`src/rtl/alu_operand_sequencer.sv`:
```
// Operand sequencer for a combinational ALU.
// Collects operand A, operand B and an opcode byte from a ready/valid byte
// stream, holds them as registered ALU inputs, captures the ALU result one
// cycle later and offers it to a ready/valid sink.
// Ports:
//   clk, rst_n            clock, asynchronous active-low reset
//   rx_data/rx_valid/rx_ready    upstream byte stream (rx_ready out)
//   dato_a, dato_b, opcode       registered ALU operands and opcode
//   alu_result                   combinational ALU output
//   tx_data/tx_valid/tx_ready    downstream result stream (tx_ready in)
//   err_opcode                   one-cycle pulse on an unsupported opcode
module alu_operand_sequencer #(
  parameter int unsigned NB_DATA   = 8,
  parameter int unsigned NB_OPCODE = 6
) (
  input  logic                 clk,
  input  logic                 rst_n,
  input  logic [NB_DATA-1:0]   rx_data,
  input  logic                 rx_valid,
  output logic                 rx_ready,
  output logic [NB_DATA-1:0]   dato_a,
  output logic [NB_DATA-1:0]   dato_b,
  output logic [NB_OPCODE-1:0] opcode,
  input  logic [NB_DATA-1:0]   alu_result,
  output logic [NB_DATA-1:0]   tx_data,
  output logic                 tx_valid,
  input  logic                 tx_ready,
  output logic                 err_opcode
);

  localparam logic [NB_OPCODE-1:0] OP_ADD = NB_OPCODE'(8'h20);
  localparam logic [NB_OPCODE-1:0] OP_SUB = NB_OPCODE'(8'h22);
  localparam logic [NB_OPCODE-1:0] OP_AND = NB_OPCODE'(8'h24);
  localparam logic [NB_OPCODE-1:0] OP_OR  = NB_OPCODE'(8'h25);
  localparam logic [NB_OPCODE-1:0] OP_XOR = NB_OPCODE'(8'h26);
  localparam logic [NB_OPCODE-1:0] OP_NOR = NB_OPCODE'(8'h27);
  localparam logic [NB_OPCODE-1:0] OP_SRL = NB_OPCODE'(8'h02);
  localparam logic [NB_OPCODE-1:0] OP_SRA = NB_OPCODE'(8'h03);

  typedef enum logic [2:0] {
    WAIT_A  = 3'd0,
    WAIT_B  = 3'd1,
    WAIT_OP = 3'd2,
    EXEC    = 3'd3,
    SEND    = 3'd4
  } state_e;

  state_e               state_q, state_d;
  logic                 rx_ready_q, rx_ready_d;
  logic [NB_DATA-1:0]   dato_a_q, dato_a_d;
  logic [NB_DATA-1:0]   dato_b_q, dato_b_d;
  logic [NB_OPCODE-1:0] opcode_q, opcode_d;
  logic [NB_DATA-1:0]   tx_data_q, tx_data_d;
  logic                 tx_valid_q, tx_valid_d;
  logic                 err_q, err_d;
  logic                 accept_c;
  logic [NB_OPCODE-1:0] op_in_c;

  // Opcodes the downstream ALU implements.
  function automatic logic is_supported(input logic [NB_OPCODE-1:0] op);
    case (op)
      OP_ADD, OP_SUB, OP_AND, OP_OR, OP_XOR, OP_NOR, OP_SRL, OP_SRA: return 1'b1;
      default: return 1'b0;
    endcase
  endfunction

  // rx_ready_q mirrors "in a WAIT state" but stays low while in reset.
  assign accept_c = rx_valid & rx_ready_q;
  assign op_in_c  = rx_data[NB_OPCODE-1:0];

  // Next-state and register-input logic.
  always_comb begin
    state_d  = state_q;
    dato_a_d = dato_a_q;
    dato_b_d = dato_b_q;
    opcode_d = opcode_q;
    tx_data_d = tx_data_q;
    err_d    = 1'b0;
    case (state_q)
      WAIT_A: if (accept_c) begin
        dato_a_d = rx_data;
        state_d  = WAIT_B;
      end
      WAIT_B: if (accept_c) begin
        dato_b_d = rx_data;
        state_d  = WAIT_OP;
      end
      WAIT_OP: if (accept_c) begin
        if (is_supported(op_in_c)) begin
          opcode_d = op_in_c;
          state_d  = EXEC;
        end else begin
          err_d   = 1'b1;
          state_d = WAIT_A;
        end
      end
      EXEC: begin
        tx_data_d = alu_result;
        state_d   = SEND;
      end
      SEND: if (tx_ready) state_d = WAIT_A;
      default: state_d = WAIT_A;
    endcase
    // Handshake outputs are registered from the state being entered.
    rx_ready_d = (state_d == WAIT_A) || (state_d == WAIT_B) || (state_d == WAIT_OP);
    tx_valid_d = (state_d == SEND);
  end

  // State and output registers.
  always_ff @(posedge clk or negedge rst_n) begin
    if (!rst_n) begin
      state_q    <= WAIT_A;
      rx_ready_q <= 1'b0;
      dato_a_q   <= '0;
      dato_b_q   <= '0;
      opcode_q   <= '0;
      tx_data_q  <= '0;
      tx_valid_q <= 1'b0;
      err_q      <= 1'b0;
    end else begin
      state_q    <= state_d;
      rx_ready_q <= rx_ready_d;
      dato_a_q   <= dato_a_d;
      dato_b_q   <= dato_b_d;
      opcode_q   <= opcode_d;
      tx_data_q  <= tx_data_d;
      tx_valid_q <= tx_valid_d;
      err_q      <= err_d;
    end
  end

  assign rx_ready   = rx_ready_q;
  assign dato_a     = dato_a_q;
  assign dato_b     = dato_b_q;
  assign opcode     = opcode_q;
  assign tx_data    = tx_data_q;
  assign tx_valid   = tx_valid_q;
  assign err_opcode = err_q;

endmodule

```
`config.mk`:
```
export PLATFORM = sky130hd
export DESIGN_NAME = alu_operand_sequencer
export DESIGN_NICKNAME = d
export VERILOG_FILES = /design/src/rtl/alu_operand_sequencer.sv
export SDC_FILE = /design/constraint.sdc
export NUM_CORES = 1
export LEC_CHECK = 0
export BUFFER_PORTS_ARGS = -buffer_cell sky130_fd_sc_hd__buf_4
export CORE_ASPECT_RATIO = 1.5
export CORE_UTILIZATION = 31
export DETAILED_ROUTE_END_ITERATION = 10
export GPL_TIMING_DRIVEN = 0
export REMOVE_ABC_BUFFERS = 1
export SLEW_MARGIN = 20
export SYNTH_ARGS = -nofsm -noshare
export SYNTH_HDL_FRONTEND = slang
export SYNTH_SLANG_ARGS = --single-unit
```
`constraint.sdc`:
```
create_clock -name clk -period 1.7 [get_ports clk]
set_input_delay 0.34 -clock clk [delete_from_list [all_inputs] [get_ports clk]]
set_output_delay 0.34 -clock clk [all_outputs]
set_load 0.02 [all_outputs]
```
; ---- After elaboration in Yosys (flattened, before gate mapping)
; Cells that the tools add are included.
[totals]
regBits = 36
[op_classes]
n_eq_ne = 15
muxes = 12
reduce_logical = 8
bitwise = 1
[op_table]
columns = cell, count
row1 = equality test 6 bit (second input constant), 6
row2 = case mux 3 bit (5 select lines), 1
row3 = equality test 6 x 2 -> 1 bit (second input constant), 2
row4 = two-way mux 3 bit, 4
row5 = equality test 3 x 2 -> 1 bit (second input constant), 3
row6 = OR reduction 8 bit, 1
row7 = equality test 3 x 1 -> 1 bit (second input constant), 2
row8 = equality test 3 bit (second input constant), 2
row9 = logical NOT 3 bit, 2
row10 = two-way mux 1 bit, 6
row11 = AND reduction 2 bit, 2
row12 = AND reduction 3 bit, 1
row13 = logical OR 1 bit, 2
row14 = two-way mux 2 bit, 1
row15 = bitwise AND 1 bit, 1

; ---- Longest topological paths before layout
; Gate-level depths: netlist (run 1).
[logic_depth]
ltp_word = 11
depth_mapped = 5
depth_no_buf = 4

; ---- Worst setup path before layout (run 1)
; Ideal clock, no wire load.
[synth_path]
path_kind = reg2reg
startpoint = register rx_ready_q (netlist: rx_ready)
endpoint = register opcode_q[0] (netlist: opcode[0])
synth_period_minus_slack_ns = 1.491
path_slack_ns = 0.209
path_stages_with_launch = 6
t_arrival_ns = 1.366
setup_time_ns = 0.125
path_cell_list = dfrtp_1 -> nand2_1 -> nor2_1 -> and4_4 -> buf_6 -> mux2_4
[synth_between]
elab_chain_cells = 2
[synth_rtl]
columns = element, line_no
row1 = start: declaration, 49  ; logic rx_ready_q, rx_ready_d;
row2 = start signal: assignment, 122  ; rx_ready_q <= rx_ready_d;
row3 = bitwise AND 1 bit, 68  ; assign accept_c = rx_valid & rx_ready_q;
row4 = AND reduction 3 bit (no source line), -
row5 = end signal: assignment, 125  ; opcode_q <= opcode_d;
row6 = end: declaration, 52  ; logic [NB_OPCODE-1:0] opcode_q, opcode_d;
; No other way between the ends.
; A chain may end at the register's enable or synchronous reset.

; ---- Final worst setup path (run 1)
[layout_path]
startpoint = register state_q[1]
endpoint = register dato_b_q[7] (netlist: dato_b[7])
[layout_between]
elab_chain_cells = 2
[layout_rtl]
columns = element, line_no
row1 = start: declaration, 48  ; state_e state_q, state_d;
row2 = start signal: assignment, 121  ; state_q <= state_d;
row3 = equality test 3 x 1 -> 1 bit, 79  ; case (state_q)
row4 = AND reduction 2 bit (no source line), -
row5 = end signal: assignment, 124  ; dato_b_q <= dato_b_d;
row6 = end: declaration, 51  ; logic [NB_DATA-1:0] dato_b_q, dato_b_d;
; No other way between the ends.

==> qor.json, run 1 <==
{
  "r2r-end": {"value": "dato_b[7]"},
  "p_leak": {"value": 0.935, "unit": "nW"},
  "multi_input_area": {"value": 488, "unit": "sq um"},
  "synth_top_cell_by_area": {"value": "sky130_fd_sc_hd__dfrtp_1"},
  "placedCellCount": {"value": 189},
  "cts-buffers-inserted": {"value": 5},
  "synth_enable_flop_cells": {"value": 0},
  "flow.area_growth_from_synthesis": {"value": 37.4, "unit": "%"},
  "floorplan.initialDensity": {"value": 32.8, "unit": "%"},
  "cts-resized-gates": {"value": 0},
  "drive_gt1_share": {"value": 58.9, "unit": "%"},
  "post_cts.repair.setup_buffers": {"value": 0},
  "fin_nets": {"value": 170},
  "achievable-frequency": {"value": 633, "unit": "MHz"},
  "end_kind": {"value": "flip-flop"},
  "postSynthRegisterBits": {"value": 36},
  "grt_setup_unrepaired": {"value": "false"},
  "synthMostInstantiatedCell": {"value": "sky130_fd_sc_hd__dfrtp_1"},
  "fill_cells": {"value": 401},
  "clk-insertion-delay-late": {"value": 290, "unit": "ps"},
  "grt_pass1_vias": {"value": 984},
  "grtUsageTotal": {"value": 12.6, "unit": "%"},
  "vdd_ir_drop_max": {"value": 0.00108, "unit": "V"},
  "rrSetupSlack": {"value": 120, "unit": "ps"},
  "drt-initial-drc-count": {"value": 24},
  "worst_hold_slack": {"value": -4.95, "unit": "ps"},
  "run_status": {"value": "finished with violations"},
  "async_sr_flop_fraction": {"value": 100, "unit": "%"},
  "layout.core_utilization": {"value": 45.1, "unit": "%"},
  "path_clk_slew": {"value": 70, "unit": "ps"},
  "synth-seq-area-share": {"value": 64.1, "unit": "%"},
  "grt-ovfl-total": {"value": 0},
  "power.density": {"value": 1970, "unit": "mW/mm^2"},
  "netlist_top_cells_count": {"value": "sky130_fd_sc_hd__dfrtp_1 (36), sky130_fd_sc_hd__mux2_2 (24), sky130_fd_sc_hd__nand2_1 (6)"},
  "io-pin-count": {"value": 53},
  "netlist_area": {"value": 0.00141, "unit": "sq mm"},
  "die-area": {"value": 0.00481, "unit": "sq mm"},
  "total_length_of_routed_wires": {"value": 2770, "unit": "microns"},
  "clk_root_buffer_cell": {"value": "sky130_fd_sc_hd__clkbuf_8"},
  "drcViolationCount": {"value": 10},
  "violations": {"value": "design-rule violations, negative hold slack"},
  "critPathLaunchType": {"value": "flip-flop"},
  "antenna_found_initial": {"value": 0},
  "tightest_hold_check_type": {"value": "input pin to async pin"},
  "worstPathMaxFanout": {"value": 8},
  "routed-via-count": {"value": 945},
  "post_cts_hold_buffer_count": {"value": 0},
  "critical_path_arrival": {"value": 1750, "unit": "ps"},
  "ys.flop_type": {"value": "sky130_fd_sc_hd__dfrtp_1"},
  "timing_hold_violations_final": {"value": 6},
  "pin_count_of_the_biggest_net_entering_global_routing": {"value": 37},
  "route.detailed.wl_per_inst": {"value": 14.1, "unit": "microns"},
  "worst_ep_required_time": {"value": 1870, "unit": "ps"},
  "postSynthCellCount": {"value": 93},
  "clock_tree.buffer_depth": {"value": 2},
  "hpwl": {"value": 2060, "unit": "microns"},
  "detail-route-antenna-nets": {"value": 0},
  "timing.setup.critical_path_class": {"value": "flip-flop to flip-flop"},
  "rr_startpoint": {"value": "state_q[1]"},
  "core-area": {"value": 0.00428, "unit": "sq mm"},
  "global_route_wire_length_before_repair": {"value": 4590, "unit": "microns"},
  "postSynthAreaPerCell": {"value": 15.1, "unit": "sq um"},
  "finalMaxSlewViolations": {"value": 0},
  "diodes": {"value": 0},
  "tightestPinTransition": {"value": 454, "unit": "ps"},
  "detailedPlace.worstSlack": {"value": 128, "unit": "ps"},
  "fin_skew": {"value": 5.03, "unit": "ps"},
  "tritoncts_num_sinks": {"value": 36},
  "die-width": {"value": 57.0, "unit": "microns"},
  "clock_tree_from_tritoncts": {"value": "done"},
  "std_cell_rows": {"value": 29},
  "chip_height": {"value": 84.5, "unit": "microns"},
  "detailedRoute.firstPassIterationCount": {"value": 7},
  "period_needed": {"value": 1580, "unit": "ps"},
  "final_critical_path_share_of_the_clock_period": {"value": 93.0, "unit": "%"},
  "detail_route.vias_per_cell": {"value": 4.80},
  "synth.lib_cells_used.distinct": {"value": 20},
  "synth_largest_type_area_fraction": {"value": 64.1, "unit": "%"},
  "register_area": {"value": 901, "unit": "sq um"},
  "max_cap_viol_count": {"value": 0},
  "routability_driven_placement_congestion_ratio": {"value": 0.682},
  "yosysWarnings": {"value": 0},
  "post_synth_main_area_contributors": {"value": "sky130_fd_sc_hd__dfrtp_1 (64%), sky130_fd_sc_hd__mux2_2 (19%), sky130_fd_sc_hd__mux2_4 (4.3%)"},
  "worstRegToRegCells": {"value": 3},
  "cts_htree_levels": {"value": 2},
  "placedInstanceArea": {"value": 0.00184, "unit": "sq mm"},
  "finish.cell_count_without_fillers": {"value": 197},
  "worst_slack": {"value": 119, "unit": "ps"},
  "setup_viol": {"value": 0},
  "totalNegativeSetupSlack": {"value": 0, "unit": "ps"},
  "relSlewSlack": {"value": 69.7, "unit": "%"},
  "port_buffers": {"value": 52},
  "final_cell_area": {"value": 0.00193, "unit": "sq mm"}
}
-- power breakdown --
part	leakage, nW	switching, mW	total [mW]	internal (mW)
clock network	0.0445	0.295	0.624	0.329
registers	0.439	0.232	1.48	1.24
logic	0.451	0.836	1.71	0.870
total	0.935	1.36	3.81	2.44
-- flip-flops by register name, summed over array words and instances (netlist names) --
| signal | count |
|---|---|
| rx_ready | 1 |
| opcode | 6 |
| state_q | 3 |
| dato_b | 8 |
| tx_valid | 1 |
| tx_data | 8 |
| dato_a | 8 |
| err_opcode | 1 |
-- metrics by stage --
step                power (mW)  hold WS, ps
floorplan                 2.46         44.4
global placement          3.17          313
detailed placement        3.22          326
CTS                       3.86         8.85
global route              4.03         31.3
finish                    3.81        -4.95
-- worst max-delay path by stage --
| stage | start | end | cells after the start |
|---|---|---|---|
| floorplan | rx_ready | opcode[0] | 4 |
| global placement | state_q[1] | dato_b[4] | 3 |
| detailed placement | state_q[1] | dato_b[7] | 3 |
| CTS | state_q[1] | dato_b[7] | 3 |
| global route | state_q[1] | dato_b[3] | 3 |
| finish | state_q[1] | dato_b[7] | 3 |
-- per-layer routing --
layer / wire, microns / GRT usage [%] / vias to the layer above / part of all wire, %
li1: - / - / 439 / -
met4: 45 / 4.66 / 0 / 1.6
met3: 263 / 5.39 / 6 / 9.5
met2: 1360 / 20.1 / 45 / 49
met1: 1100 / 15.0 / 455 / 40
met5: 0 / 0 / - / 0
-- area by class of cell --
type / instances / share of cell area (%)
clock inverters: 1 / 0.389
clock buffers: 7 / 4.47
flip-flops and latches: 36 / 46.7
multi-input cells: 55 / 25.3
repair buffers: 52 / 20.2
well taps: 46 / 2.98
-- cell families (layout without fill, tap and decap cells) --
| logic type | Yosys count | count (layout) | synth area share [%] |
|---|---|---|---|
| AOI/OAI and AO/OA | 3 | 3 | 1.69 |
| xor gates and xnor gates | 1 | 1 | 0.623 |
| buffers and inverters | 2 | 60 | 1.16 |
| DFF | 36 | 36 | 64.1 |
| muxes | 28 | 28 | 23.5 |
| and+or+nand+nor | 23 | 23 | 8.91 |
-- critical path, stage by stage, from the launching register on --
cell and delay [ps]:
sky130_fd_sc_hd__dfrtp_1 420, sky130_fd_sc_hd__nand4b_1 250, sky130_fd_sc_hd__nor2_2 400, sky130_fd_sc_hd__mux2_2 390
-- layout by cell type (no fill, tap or decap), drive strengths merged --
cell type   n
a31oi       1
nor2        6
xor2        1
nand2b      1
a22o        1
buf        52
nand2       6
nand4b      1
clkinvlp    1
and4        1
nand3       1
o32ai       1
or3         1
nor2b       3
clkbuf      7
nand3b      2
and3        1
mux2       28
dfrtp      36
No activity file was read; power rests on OpenSTA's default activity.
==> run 2, diff against run 1 <==
==> constraint.sdc (replaced) <==
create_clock -name clk -period 1.52 [get_ports clk]
set_input_delay 0.304 -clock clk [delete_from_list [all_inputs] [get_ports clk]]
set_output_delay 0.304 -clock clk [all_outputs]
set_load 0.02 [all_outputs]
==> run 2 against run 1 <==
  * The flow finishes with violations (design-rule violations)
  * Via count rose by 2.6%
  * Fmax grew 6.9%
  * Die area did not move
  * Clock-buffer cell count unchanged
  * Global-route usage increased by 0.22 points
  * Final cell count increased by 1.0%
  * Critical endpoint unchanged
  * Largest cell class unchanged
  * Highest routed layer unchanged
==> qor.json, run 2 (same netlist as run 1, synthesis figures left out) <==
{
  "run_status": {"value": "finished with violations"},
  "violations": {"value": "design-rule violations"},
  "hpwl": {"value": 2060, "unit": "microns", "change": "unchanged"},
  "timing_hold_violations_final": {"value": 0, "change": "-6"},
  "diodes": {"value": 0, "change": "unchanged"},
  "detail-route-antenna-nets": {"value": 0, "change": "unchanged"},
  "detailedRoute.firstPassIterationCount": {"value": 7, "change": "unchanged"},
  "std_cell_rows": {"value": 29, "change": "unchanged"},
  "rr_startpoint": {"value": "state_q[0]"},
  "final_common_cell": {"value": "sky130_fd_sc_hd__buf_4"},
  "p_leak": {"value": 0.945, "unit": "nW", "change": "+1.1%"},
  "total_length_of_routed_wires": {"value": 2850, "unit": "microns", "change": "+3.1%"},
  "io-pin-count": {"value": 53, "change": "unchanged"},
  "final_critical_path_share_of_the_clock_period": {"value": 97.3, "unit": "%", "change": "+4.3 points"},
  "tightestPinTransition": {"value": 444, "unit": "ps", "change": "-10.1 ps"},
  "cpLargestDelayFamily": {"value": "simple AND/OR/NAND/NOR gates"},
  "worst_ep_required_time": {"value": 1690, "unit": "ps", "change": "-180 ps"},
  "rrSetupSlack": {"value": 40, "unit": "ps", "change": "-80 ps"},
  "drcViolationCount": {"value": 10, "change": "unchanged"},
  "detail_route.vias_per_cell": {"value": 4.87, "change": "+1.6%"},
  "core-area": {"value": 0.00428, "unit": "sq mm", "change": "unchanged"},
  "totalNegativeSetupSlack": {"value": 0, "unit": "ps", "change": "unchanged"},
  "drt-initial-drc-count": {"value": 36, "change": "+50%"},
  "grt_setup_unrepaired": {"value": "true"},
  "chip_height": {"value": 84.5, "unit": "microns", "change": "unchanged"},
  "critPathLaunchType": {"value": "flip-flop"},
  "timing.critical_path.to": {"value": "dato_b[7]"},
  "fill_cells": {"value": 396, "change": "-1.2%"},
  "worst_hold_slack": {"value": 247, "unit": "ps", "change": "+251 ps"},
  "pin_count_of_the_biggest_net_entering_global_routing": {"value": 37, "change": "unchanged"},
  "fin_skew": {"value": 4.61, "unit": "ps", "change": "-0.413 ps"},
  "critical_path.max_stage_delay": {"value": 470, "unit": "ps", "change": "+50 ps"},
  "cts_htree_levels": {"value": 2, "change": "unchanged"},
  "floorplan.initialDensity": {"value": 32.8, "unit": "%", "change": "unchanged"},
  "die-width": {"value": 57.0, "unit": "microns", "change": "unchanged"},
  "route.detailed.wl_per_inst": {"value": 14.3, "unit": "microns", "change": "+2.0%"},
  "port_buffers": {"value": 52, "change": "unchanged"},
  "achievable-frequency": {"value": 676, "unit": "MHz", "change": "+6.9%"},
  "tritoncts_num_sinks": {"value": 36, "change": "unchanged"},
  "grtUsageTotal": {"value": 12.8, "unit": "%", "change": "+0.22 points"},
  "antenna_found_initial": {"value": 0, "change": "unchanged"},
  "drive_gt1_share": {"value": 60.8, "unit": "%", "change": "+1.8 points"},
  "clk-insertion-delay-late": {"value": 280, "unit": "ps", "change": "about the same"},
  "timing.setup.critical_path_class": {"value": "flip-flop to flip-flop"},
  "worstRegToRegCells": {"value": 3, "change": "unchanged"},
  "max_cap_viol_count": {"value": 0, "change": "unchanged"},
  "clock_tree_from_tritoncts": {"value": "done"},
  "worstPathMaxFanout": {"value": 8, "change": "unchanged"},
  "path_buf_inv": {"value": 0, "change": "unchanged"},
  "critical_path_arrival": {"value": 1650, "unit": "ps", "change": "-100 ps"},
  "routability_driven_placement_congestion_ratio": {"value": 0.682, "change": "unchanged"},
  "critical_path_depth": {"value": 3, "change": "unchanged"},
  "critPathSlowestCell": {"value": "sky130_fd_sc_hd__dfrtp_1"},
  "fin_nets": {"value": 172, "change": "+1.2%"},
  "final_cell_mix": {"value": "sky130_fd_sc_hd__buf_4 (53), sky130_fd_sc_hd__dfrtp_1 (36), sky130_fd_sc_hd__mux2_2 (24)"},
  "vdd_ir_drop_max": {"value": 0.00121, "unit": "V", "change": "+13%"},
  "crit_start": {"value": "state_q[0]"},
  "layout.core_utilization": {"value": 45.8, "unit": "%", "change": "+0.70 points"},
  "die-area": {"value": 0.00481, "unit": "sq mm", "change": "unchanged"},
  "r2r-end": {"value": "dato_b[7]"},
  "grt_pass1_vias": {"value": 1003, "change": "+1.9%"},
  "global_route_wire_length_before_repair": {"value": 4680, "unit": "microns", "change": "+2.0%"},
  "relSlewSlack": {"value": 70.4, "unit": "%", "change": "+0.71 points"},
  "finalMaxSlewViolations": {"value": 0, "change": "unchanged"},
  "power.density": {"value": 2190, "unit": "mW/mm^2", "change": "+11%"},
  "clk_root_buffer_cell": {"value": "sky130_fd_sc_hd__clkbuf_8"},
  "clock_tree.buffer_depth": {"value": 2, "change": "unchanged"},
  "tightest_hold_check_type": {"value": "input pin to flip-flop"},
  "routed-via-count": {"value": 970, "change": "+2.6%"},
  "path_clk_slew": {"value": 70, "unit": "ps", "change": "about the same"},
  "end_kind": {"value": "flip-flop"},
  "crit_chain": {"value": "nand4b_1 -> nor2_4 -> mux2_2"},
  "setup_viol": {"value": 0, "change": "unchanged"},
  "period_needed": {"value": 1480, "unit": "ps", "change": "-102 ps"},
  "cts-buffers-inserted": {"value": 5, "change": "unchanged"},
  "grt-ovfl-total": {"value": 0, "change": "unchanged"},
  "flow.area_growth_from_synthesis": {"value": 39.5, "unit": "%"}
}
==> run 2: cell count changes in the layout (fill, tap and decap cells not counted) <==
cell / delta
sky130_fd_sc_hd__buf_4: +1
sky130_fd_sc_hd__dlygate4sd3_1: +1
sky130_fd_sc_hd__nand2_1: -1
sky130_fd_sc_hd__nand2_2: +1
sky130_fd_sc_hd__nor2_1: -1
sky130_fd_sc_hd__nor2_4: +1
sky130_fd_sc_hd__nor2b_1: -1
sky130_fd_sc_hd__nor2b_2: +1
==> run 2: per-layer routing <==
layer | share of wire, % | vias to the layer above | track usage [%] | wire length, microns
met5 | 0 | - | 0 | 0
met4 | 2.1 | 0 | 4.66 | 59
met3 | 9.9 | 8 | 5.39 | 282
met2 | 49 | 51 | 20.7 | 1400
met1 | 39 | 464 | 15.1 | 1120
li1 | - | 447 | - | -
==> run 2: report_power, final <==
group / total [mW] / switching [mW] / internal [mW] / leakage [nW]
Clock: 0.698 / 0.330 / 0.368 / 0.0445
Combinational: 1.94 / 0.953 / 0.991 / 0.461
Sequential: 1.66 / 0.270 / 1.39 / 0.439
==> run 2: how the worst min path moves through the flow <==
stage,slack (ps),startpoint,end,cells past startpoint
2_1_floorplan,8,rst_n,dato_a[0],0
4_1_cts,240,alu_result[7],tx_data[7],2
3_3_place_gp,280,rst_n,opcode[4],1
5_1_grt,230,alu_result[0],tx_data[0],2
3_5_place_dp,290,rst_n,tx_data[6],1
6_report,250,alu_result[4],tx_data[4],2
==> run 2: layout make-up <==
type	instances	area [sq um]	area share, %
sequential	36	901	45.9
clock inverter	1	7.51	0.383
multi-input combinational	55	500	25.5
tap	46	57.6	2.94
timing repair buffer	54	408	20.8
clock buffer	7	86.3	4.40
==> run 2: stage by stage <==
stage          setup slack [ps]  cell area (sq um)  cells  power [mW]
3_5_place_dp              -52.2               1840    189        3.60
4_1_cts                    40.8               1950    198        4.32
2_1_floorplan              69.8               1390     91        2.75
3_3_place_gp              -13.3               1840    189        3.54
5_1_grt                   -21.6               1960    199        4.55
6_report                   41.6               1960    199        4.30
==> run 2: what timing repair did <==
action / in CTS / in global routing
buffers inserted: 0 / 1
hold buffers: 1 / 0
gates resized for setup: 1 / 3
hold endpoints to repair: 36 / 0
endpoints found under the setup margin: 8 / 25
==> run 3, diff against run 2 <==
--- a/config.mk
+++ b/config.mk
@@ -6,10 +6,13 @@
 export NUM_CORES = 1
 export LEC_CHECK = 0
 export BUFFER_PORTS_ARGS = -buffer_cell sky130_fd_sc_hd__buf_4
+export CELL_PAD_IN_SITES_DETAIL_PLACEMENT = 0
+export CELL_PAD_IN_SITES_GLOBAL_PLACEMENT = 1
 export CORE_ASPECT_RATIO = 1.5
 export CORE_UTILIZATION = 31
 export DETAILED_ROUTE_END_ITERATION = 10
 export GPL_TIMING_DRIVEN = 0
+export PLACE_DENSITY_LB_ADDON = 0.1
 export REMOVE_ABC_BUFFERS = 1
 export SLEW_MARGIN = 20
 export SYNTH_ARGS = -nofsm -noshare
==> constraint.sdc (replaced) <==
create_clock -name clk -period 1.52 [get_ports clk]
set_input_delay 0.152 -clock clk [delete_from_list [all_inputs] [get_ports clk]]
set_output_delay 0.152 -clock clk [all_outputs]
set_load 0.02 [all_outputs]
==> run 3 against run 2 <==
  * The run still ends with design-rule violations left
  * Fmax down 0.80%
  * Utilization up 0.56 points
  * Highest routed layer unchanged
  * Worst hold slack worse by 150 ps
  * Non-clock buffer count up 1
  * Via count up 0.10%
==> qor.json, run 3 (same netlist as run 1, synthesis figures left out) <==
{
  "total_length_of_routed_wires": {"value": 2960, "unit": "microns", "change": "+3.6%"},
  "worst_hold_path.num_cells": {"value": 2, "change": "unchanged"},
  "clock_tree.buffer_depth": {"value": 2, "change": "unchanged"},
  "timing.setup.critical_path_class": {"value": "flip-flop to flip-flop"},
  "r2r-end": {"value": "dato_b[0]"},
  "max_cap_viol_count": {"value": 0, "change": "unchanged"},
  "route.detailed.wl_per_inst": {"value": 14.9, "unit": "microns", "change": "+3.6%"},
  "die-area": {"value": 0.00481, "unit": "sq mm", "change": "unchanged"},
  "worst_slack": {"value": 29.6, "unit": "ps", "change": "-12.0 ps"},
  "crit_start": {"value": "state_q[1]"},
  "floorplan.initialDensity": {"value": 32.8, "unit": "%", "change": "unchanged"},
  "chip_height": {"value": 84.5, "unit": "microns", "change": "unchanged"},
  "cts-buffers-inserted": {"value": 5, "change": "unchanged"},
  "rr_startpoint": {"value": "state_q[1]"},
  "drt-initial-drc-count": {"value": 17, "change": "-53%"},
  "grt-ovfl-total": {"value": 0, "change": "unchanged"},
  "io-pin-count": {"value": 53, "change": "unchanged"},
  "p_leak": {"value": 0.961, "unit": "nW", "change": "+1.7%"},
  "finalMaxSlewViolations": {"value": 0, "change": "unchanged"},
  "critical_path.max_stage_delay": {"value": 430, "unit": "ps", "change": "-40 ps"},
  "rrSetupSlack": {"value": 30, "unit": "ps", "change": "about the same"},
  "power_frac_comb": {"value": 45.8, "unit": "%", "change": "+0.6 points"},
  "sw_frac_of_total": {"value": 35.2, "unit": "%", "change": "-0.87 points"},
  "fill_cells": {"value": 424, "change": "+7.1%"},
  "violations": {"value": "design-rule violations"},
  "drcViolationCount": {"value": 10, "change": "unchanged"},
  "worstRegToRegCells": {"value": 4, "change": "+1"},
  "global_route_wire_length_before_repair": {"value": 4790, "unit": "microns", "change": "+2.4%"},
  "flop_pwr_share": {"value": 37.9, "unit": "%", "change": "-0.7 points"},
  "fin_nets": {"value": 173, "change": "+0.58%"},
  "tightestPinTransition": {"value": 456, "unit": "ps", "change": "+12.5 ps"},
  "run_status": {"value": "finished with violations"},
  "final_common_cell": {"value": "sky130_fd_sc_hd__buf_4"},
  "path_clk_slew": {"value": 70, "unit": "ps", "change": "about the same"},
  "final_critical_path_share_of_the_clock_period": {"value": 98.0, "unit": "%", "change": "+0.79 points"},
  "whs_endpoint": {"value": "tx_data[2]"},
  "detail-route-antenna-nets": {"value": 0, "change": "unchanged"},
  "timing_hold_violations_final": {"value": 0, "change": "unchanged"},
  "grtUsageTotal": {"value": 13.4, "unit": "%", "change": "+0.56 points"},
  "worstPathMaxFanout": {"value": 8, "change": "unchanged"},
  "antenna_found_initial": {"value": 0, "change": "unchanged"},
  "switchingPower": {"value": 1.54, "unit": "mW", "change": "-0.97%"},
  "die-width": {"value": 57.0, "unit": "microns", "change": "unchanged"},
  "clock_tree_from_tritoncts": {"value": "done"},
  "period_needed": {"value": 1490, "unit": "ps", "change": "+12.0 ps"},
  "routed-via-count": {"value": 971, "change": "+0.10%"},
  "drive_gt1_share": {"value": 60.8, "unit": "%", "change": "unchanged"},
  "critPathLaunchType": {"value": "flip-flop"},
  "flow.area_growth_from_synthesis": {"value": 41.2, "unit": "%"},
  "relSlewSlack": {"value": 69.6, "unit": "%", "change": "-0.83 points"},
  "hold_start": {"value": "alu_result[2]"},
  "setup_viol": {"value": 0, "change": "unchanged"},
  "std_cell_rows": {"value": 29, "change": "unchanged"},
  "fin_skew": {"value": 4.48, "unit": "ps", "change": "-0.133 ps"},
  "detailedRoute.firstPassIterationCount": {"value": 7, "change": "unchanged"},
  "final_cell_area": {"value": 0.00198, "unit": "sq mm", "change": "+1.2%"},
  "routability_driven_placement_congestion_ratio": {"value": 0.657, "change": "-3.6%"},
  "critical_path_arrival": {"value": 1650, "unit": "ps", "change": "about the same"},
  "tritoncts_num_sinks": {"value": 36, "change": "unchanged"},
  "clk-insertion-delay-late": {"value": 280, "unit": "ps", "change": "about the same"},
  "port_buffers": {"value": 52, "change": "unchanged"},
  "pin_count_of_the_biggest_net_entering_global_routing": {"value": 37, "change": "unchanged"},
  "clk_root_buffer_cell": {"value": "sky130_fd_sc_hd__clkbuf_8"},
  "cpLargestDelayFamily": {"value": "simple AND/OR/NAND/NOR gates"},
  "final_cell_mix": {"value": "sky130_fd_sc_hd__buf_4 (53), sky130_fd_sc_hd__dfrtp_1 (36), sky130_fd_sc_hd__mux2_2 (23)"},
  "detail_route.vias_per_cell": {"value": 4.88, "change": "+0.10%"},
  "layout.core_utilization": {"value": 46.3, "unit": "%", "change": "+0.56 points"},
  "end_kind": {"value": "flip-flop"},
  "hpwl": {"value": 2180, "unit": "microns", "change": "+5.6%"},
  "tightest_hold_check_type": {"value": "input pin to flip-flop"},
  "core-area": {"value": 0.00428, "unit": "sq mm", "change": "unchanged"},
  "path_buf_inv": {"value": 1, "change": "+1"},
  "worst_ep_required_time": {"value": 1680, "unit": "ps", "change": "about the same"},
  "critPathSlowestCell": {"value": "sky130_fd_sc_hd__dfrtp_1"},
  "crit_chain": {"value": "nand4b_1 -> nor2_4 -> buf_12 -> mux2_2"},
  "cts_htree_levels": {"value": 2, "change": "unchanged"},
  "power_report.internal_total": {"value": 2.83, "unit": "mW", "change": "+2.8%"},
  "detailedPlace.worstSlack": {"value": -91.6, "unit": "ps", "change": "-39.4 ps"},
  "vdd_ir_drop_max": {"value": 0.00102, "unit": "V", "change": "-16%"},
  "diodes": {"value": 0, "change": "unchanged"},
  "grt_pass1_vias": {"value": 1036, "change": "+3.3%"},
  "totalNegativeSetupSlack": {"value": 0, "unit": "ps", "change": "unchanged"},
  "clock_power_share": {"value": 16.3, "unit": "%", "change": "about the same"},
  "achievable-frequency": {"value": 671, "unit": "MHz", "change": "-0.80%"},
  "placedInstanceArea": {"value": 0.00184, "unit": "sq mm", "change": "unchanged"},
  "power.density": {"value": 2200, "unit": "mW/mm^2", "change": "+0.24%"}
}
[run 3: worst register-to-register path, delay by kind of cell, from the launching register on]
kind          cells  cell delay, ps
simple gates      2             470
flops             1             430
buf+inv           1             140
mux               1             330
[run 3: worst max-delay path by stage]
stage	slack [ps]	depth (start not counted)	to
after floorplan	70	4	opcode[0]
after global placement	-50	3	dato_b[7]
after detailed placement	-90	3	dato_b[5]
after CTS	10	3	dato_b[5]
after global routing	-10	4	dato_b[7]
final	30	4	dato_b[0]
[run 3: cell type report]
cell class,count,area [sq um],share of cell area [%]
flip-flops and latches,36,901,45.4
well taps,46,57.6,2.90
repair buffers,55,428,21.6
clock buffers,7,96.3,4.85
multi-input cells,55,502,25.3
[run 3: routing by layer]
layer	part of all wire (%)	track usage [%]	up-vias
li1	-	-	445
met1	36	12.8	486
met2	55	24.8	34
met3	6.5	4.47	6
met4	2.1	6.65	0
met5	0	0	-
[run 3: power by group through the flow]
stage / clock (mW) / sequential, mW / combinational (mW)
3_5_place_dp: 0 / 1.67 / 1.95
6_report: 0.710 / 1.66 / 2.00
2_1_floorplan: 0 / 2.13 / 0.627
3_3_place_gp: 0 / 1.64 / 1.92
5_1_grt: 0.773 / 1.71 / 2.12
4_1_cts: 0.744 / 1.66 / 1.96
[run 3: what timing repair did]
action / in CTS / in global routing
setup endpoints to repair: 8 / 24
pin swaps: 0 / 1
setup buffers: 0 / 2
hold buffers: 1 / 0
resized for setup: 1 / 3
endpoints found under the hold margin: 36 / 0
[run 3: stage by stage]
stage | hold WS (ps) | std cells | power [mW]
finish | 96.2 | 199 | 4.37
global route | 84.1 | 199 | 4.61
CTS | 85.9 | 197 | 4.36
detailed placement | 143 | 189 | 3.62
global placement | 131 | 189 | 3.56
floorplan | -144 | 91 | 2.75
